### src/rtl/mode_ctrl.sv
// Mode controller: debounced mode/set buttons, RUN/SET_HOUR/SET_MIN FSM.
// Define MODE_CTRL_AUTO_REPEAT_EN to repeat change pulses on a held set.
module mode_ctrl #(
  parameter int DB_CYCLES     = 16,
  parameter int TIMEOUT_TICKS = 10,
  parameter int REPEAT_CYCLES = 8
) (
  input  logic       clk,
  input  logic       rst_n,
  input  logic       btn_mode,
  input  logic       btn_set,
  input  logic       tick,
  output logic [1:0] mode,
  output logic       change,
  output logic       blink
);

  localparam int CW = $clog2(DB_CYCLES + 1);
  localparam int IW = $clog2(TIMEOUT_TICKS + 1);

  typedef enum logic [1:0] {
    RUN      = 2'b00,
    SET_HOUR = 2'b01,
    SET_MIN  = 2'b10
  } state_e;

  if (DB_CYCLES < 1 || TIMEOUT_TICKS < 1 ||
      REPEAT_CYCLES < 2) begin : g_bad
    $error("mode_ctrl: invalid parameters");
  end

  // bit 0 = mode button, bit 1 = set button
  logic [1:0]    sync1_q, sync1_d;
  logic [1:0]    sync2_q, sync2_d;
  logic [1:0]    db_q, db_d;
  logic [1:0]    dbp_q, dbp_d;
  logic [CW-1:0] cnt_q [2];
  logic [CW-1:0] cnt_d [2];

  state_e        state_q, state_d;
  logic          change_q, change_d;
  logic          blink_q, blink_d;
  logic [IW-1:0] idle_q, idle_d;

  logic          mode_ev;
  logic          set_ev;
  logic          in_set;
  logic          rep_hit;

  // Synchronizer chains, debounce counters and levels
  always_ff @(posedge clk or negedge rst_n) begin
    if (!rst_n) begin
      sync1_q  <= '0;
      sync2_q  <= '0;
      db_q     <= '0;
      dbp_q    <= '0;
      cnt_q[0] <= '0;
      cnt_q[1] <= '0;
    end else begin
      sync1_q  <= sync1_d;
      sync2_q  <= sync2_d;
      db_q     <= db_d;
      dbp_q    <= dbp_d;
      cnt_q[0] <= cnt_d[0];
      cnt_q[1] <= cnt_d[1];
    end
  end

  // Level flips after DB_CYCLES differing samples in a row
  always_comb begin
    sync1_d = {btn_set, btn_mode};
    sync2_d = sync1_q;
    dbp_d   = db_q;
    db_d    = db_q;
    for (int i = 0; i < 2; i++) begin
      cnt_d[i] = '0;
      if (sync2_q[i] != db_q[i]) begin
        if (cnt_q[i] == CW'(DB_CYCLES - 1)) begin
          db_d[i] = ~db_q[i];
        end else begin
          cnt_d[i] = cnt_q[i] + 1'b1;
        end
      end
    end
  end

  assign mode_ev = db_q[0] & ~dbp_q[0];
  assign set_ev  = db_q[1] & ~dbp_q[1];
  assign in_set  = (state_q != RUN);

  // FSM state register
  always_ff @(posedge clk or negedge rst_n) begin
    if (!rst_n) begin
      state_q <= RUN;
    end else begin
      state_q <= state_d;
    end
  end

  // Next state: mode event advances, idle timeout falls back to RUN
  always_comb begin
    logic   tmo;
    state_e adv;
    tmo = in_set & (idle_q == IW'(TIMEOUT_TICKS)) &
          ~mode_ev & ~set_ev;
    unique case (state_q)
      RUN:      adv = SET_HOUR;
      SET_HOUR: adv = SET_MIN;
      default:  adv = RUN;
    endcase
    state_d = state_q;
    unique case (1'b1)
      mode_ev: state_d = adv;
      tmo:     state_d = RUN;
      default: ;
    endcase
  end

  // Output and idle registers
  always_ff @(posedge clk or negedge rst_n) begin
    if (!rst_n) begin
      change_q <= 1'b0;
      blink_q  <= 1'b0;
      idle_q   <= '0;
    end else begin
      change_q <= change_d;
      blink_q  <= blink_d;
      idle_q   <= idle_d;
    end
  end

  // Change pulse, blink phase and idle count for the next cycle
  always_comb begin
    logic enter;
    enter    = (state_d != RUN) && (state_d != state_q);
    change_d = in_set & ~mode_ev & (set_ev | rep_hit);
    if (state_d == RUN) begin
      blink_d = 1'b0;
    end else if (enter) begin
      blink_d = 1'b1;
    end else if (tick) begin
      blink_d = ~blink_q;
    end else begin
      blink_d = blink_q;
    end
    if (state_d == RUN || enter || mode_ev ||
        set_ev || rep_hit) begin
      idle_d = '0;
    end else if (tick) begin
      idle_d = idle_q + 1'b1;
    end else begin
      idle_d = idle_q;
    end
  end

`ifdef MODE_CTRL_AUTO_REPEAT_EN
  localparam int RW = $clog2(REPEAT_CYCLES + 1);

  logic [RW-1:0] rep_q, rep_d;

  // Repeat interval counter
  always_ff @(posedge clk or negedge rst_n) begin
    if (!rst_n) begin
      rep_q <= '0;
    end else begin
      rep_q <= rep_d;
    end
  end

  // Counts while set stays held in a SET state
  always_comb begin
    rep_d   = '0;
    rep_hit = 1'b0;
    if (!set_ev && db_q[1] && in_set) begin
      if (rep_q == RW'(REPEAT_CYCLES - 1)) begin
        rep_hit = 1'b1;
      end else begin
        rep_d = rep_q + 1'b1;
      end
    end
  end
`else
  assign rep_hit = 1'b0;
`endif

  assign mode   = state_q;
  assign change = change_q;
  assign blink  = blink_q;

endmodule

### config.mk
export PLATFORM = sky130hd
export DESIGN_NAME = mode_ctrl
export DESIGN_NICKNAME = d
export VERILOG_FILES = /design/src/rtl/mode_ctrl.sv
export SDC_FILE = /design/constraint.sdc
export NUM_CORES = 1
export LEC_CHECK = 0
export CORE_UTILIZATION = 58
export CTS_CLUSTER_DIAMETER = 50
export DETAILED_ROUTE_END_ITERATION = 12
export GPL_TIMING_DRIVEN = 0
export PLACE_DENSITY_LB_ADDON = 0.25
export SKIP_CTS_REPAIR_TIMING = 1
export SYNTH_ARGS = -nofsm -noshare
export SYNTH_HDL_FRONTEND = slang
export SYNTH_SLANG_ARGS = --single-unit
### constraint.sdc
create_clock -name clk -period 2.4 [get_ports clk]
set_input_delay 0.24 -clock clk [delete_from_list [all_inputs] [get_ports clk]]
set_output_delay 0.24 -clock clk [all_outputs]
set_load 0.01 [all_outputs]
==> flow_metrics.env <==
export IMPL_critPathSlowestCell="clkdlybuf4s50_1"
export IMPL_io_pins=9
export IMPL_clk_latency_ns=0.31
export IMPL_end_kind="output port"
export IMPL_routedWlPerCell_um=12.8
export IMPL_hold_viol_final=0
export IMPL_slew_violations=0
export IMPL_power_w=0.000710
export IMPL_pwr_share_comb_pct=5.1
export IMPL_antennaDiodeCount=0
export IMPL_synth_nets=93
export IMPL_ys_seq_area_share_pct=62.4
export IMPL_outcome="finished clean"
export IMPL_grt_overflow=0
export IMPL_dpl_cell_area_um2=1140
export IMPL_grt_use_met2_pct=30.0
export IMPL_skew_ns=0.00540
export IMPL_netlist_instances=84
export IMPL_rsz0062_at_grt="no"
export IMPL_finalSetupViolations=0
export IMPL_layout_common_cells="dfrtp_1, nor2_1, xor2_1"
export IMPL_routed_wl_um=1520
export IMPL_finalInstanceArea_um2=1180
export IMPL_critPathLaunchType="flip-flop"
export IMPL_ys_warn_count=0
export IMPL_num_rows=14
export IMPL_start_util_pct=65.4
export IMPL_critPathTopFamily="buffers and inverters"
export IMPL_slew_headroom_pct=26.3
export IMPL_synth_seq_cells=26
export IMPL_cts_buffers=3
export IMPL_internal_power_w=0.000560
export IMPL_grt_max_degree=27
export IMPL_critPathMaxFanout=7
export IMPL_clk_path_buf_depth=2
export IMPL_nets=105
export IMPL_netSwitchingFraction_pct=21.2
export IMPL_grt_util_met3_pct=6.12
export IMPL_power_switching_w=0.000150
export IMPL_htreeDepth=1
export IMPL_tns_ns=0
export IMPL_drt_iter0_markers=6
export IMPL_place_gp_congestion=0.698
export IMPL_crit_buf_inv=1
export IMPL_vias=619
export IMPL_cts_tree="built"
export IMPL_die_y_um=44.4
export IMPL_antenna_found_initial=0
export IMPL_final_common_cell="dfrtp_1"
export IMPL_top_usage_layer="met2"
export IMPL_fmax_ghz=0.617
export IMPL_fin_ws_ns=0.780
export IMPL_cp_required_ns=2.16
export IMPL_viasPerCell=5.20
export IMPL_synthDistinctLibCells=24
export IMPL_fin_crit_sh_pct=67.5
export IMPL_max_cap_violations=0
export IMPL_pre_cts_ws_ns=0.808
export IMPL_hold_class="in -> reg"
export IMPL_chipWidth_um=44.4
export IMPL_slowest_delay_ns=0.58
export IMPL_drt_pass1_iterations=4
export IMPL_drcViolationCount=0
export IMPL_met1_usage_pct=26.4
export IMPL_syn_avg_cell_area_um2=12.4
export IMPL_ant_nets=0
export IMPL_power_leakage_nw=0.575
export IMPL_power_density_nw_per_um2=602
export IMPL_syn_area_um2=1040
export IMPL_core_area_um2=1590
export IMPL_clk_pin_slew_ns=0.13
export IMPL_drive_gt1_share_pct=9.47
export IMPL_ir_drop_uv=585
export IMPL_critPathKind="reg -> out"
export IMPL_area_growth_pct=13.1
export IMPL_critPathArrivalTime_ns=1.38
export IMPL_grt_pass1_vias=636
export IMPL_min_period_ns=1.62
export IMPL_place_hpwl_um=1040
export IMPL_grt_pass1_wl_um=2730
export IMPL_port_buffers=7
export IMPL_crit_chain="clkdlybuf4s50_1"
export IMPL_grt_usage_pct=20.3
export IMPL_seqPwrFrac_pct=64.7
export IMPL_cts_root_buf="clkbuf_4"
export IMPL_tightest_slew_ns=1.10
export IMPL_power_share_clock_pct=30.2
export IMPL_cts_sinks=26
export IMPL_die_area_um2=1970
[through the flow]
| step | util (%) | cells | hold slack (ns) |
|---|---|---|---|
| after floorplan | - | 84 | -0.0556 |
| after global placement | 71.7 | 115 | 0.332 |
| after detailed placement | 71.7 | 115 | 0.340 |
| after CTS | 73.9 | 119 | 0.259 |
| after global routing | 73.9 | 119 | 0.272 |
| final | 73.9 | 119 | 0.264 |
[area by class of cell]
class                   count  area, um2
fillers                   109        415
well taps                  24       30.0
multi-input cells          55        379
inverters                   2       7.51
clock buffers               4       36.3
repair buffers              7       70.1
plain buffers               1       5.00
flip-flops and latches     26        651
[path summary, 6_finish.rpt]
| path | to | slack (ns) | cells after the start | from |
|---|---|---|---|---|
| max | mode[1] | 0.78 | 1 | mode[1] |
| min | idle_q[1] | 0.26 | 3 | tick |
| max reg2reg | db_q[0] | 1.13 | 4 | cnt_q[6] |
| min reg2reg | sync2_q[1] | 0.37 | 0 | sync1_q[1] |
| max in group asynchronous | sync2_q[1] | 1.24 | 1 | rst_n |
| min in group asynchronous | cnt_q[9] | 0.50 | 1 | rst_n |
[state kept, by name (all words and copies together), names as in the netlist]
name / count
idle_q: 4
db_q: 2
sync1_q: 2
mode: 2
dbp_q: 2
sync2_q: 2
cnt_q: 10
change: 1
blink: 1
[cell usage after synthesis (all sizes together)]
master   count  share of area [%]
and2         4                2.4
nor2b        1               0.60
xnor2        2                1.7
o2111ai      1               0.84
o2bb2ai      1               0.84
nor2        12                4.3
mux2         2                2.2
or3          1               0.60
nand2b       2                1.4
dfrtp       26                 62
inv          2               0.72
o21ai        4                1.9
xor2         8                6.7
and3         2                1.2
o32ai        1                1.6
buf          1               0.48
mux2i        1               0.96
ha           4                4.8
nand3b       1               0.72
nand3        4                1.9
nand4        1               0.60
nand2        3                1.1
[logic make-up after synthesis]
group | share of synthesized area (%)
AND/OR/NAND/NOR | 14.9
multiplexers | 3.12
AO/OA/AOI/OAI | 5.16
adder cells (fa/ha/maj) | 4.80
buffers and inverters | 1.20
flip-flops | 62.4
XOR/XNOR | 8.40
[power groups by stage]
stage / combinational (W) / clock (W) / sequential (W)
after CTS: 0.0000372 / 0.000222 / 0.000459
final: 0.0000363 / 0.000214 / 0.000459
after detailed placement: 0.0000369 / 0 / 0.000468
after floorplan: 0.0000187 / 0 / 0.000466
after global routing: 0.0000433 / 0.000245 / 0.000461
after global placement: 0.0000360 / 0 / 0.000467
[metal layers]
layer  up-vias  share of wire [%]
li1        303                  -
met1       306                 48
met2         6                 47
met3         4                2.2
met4         0                2.8
met5         -                  0
Note: power is estimated with default switching activity, not from simulation.
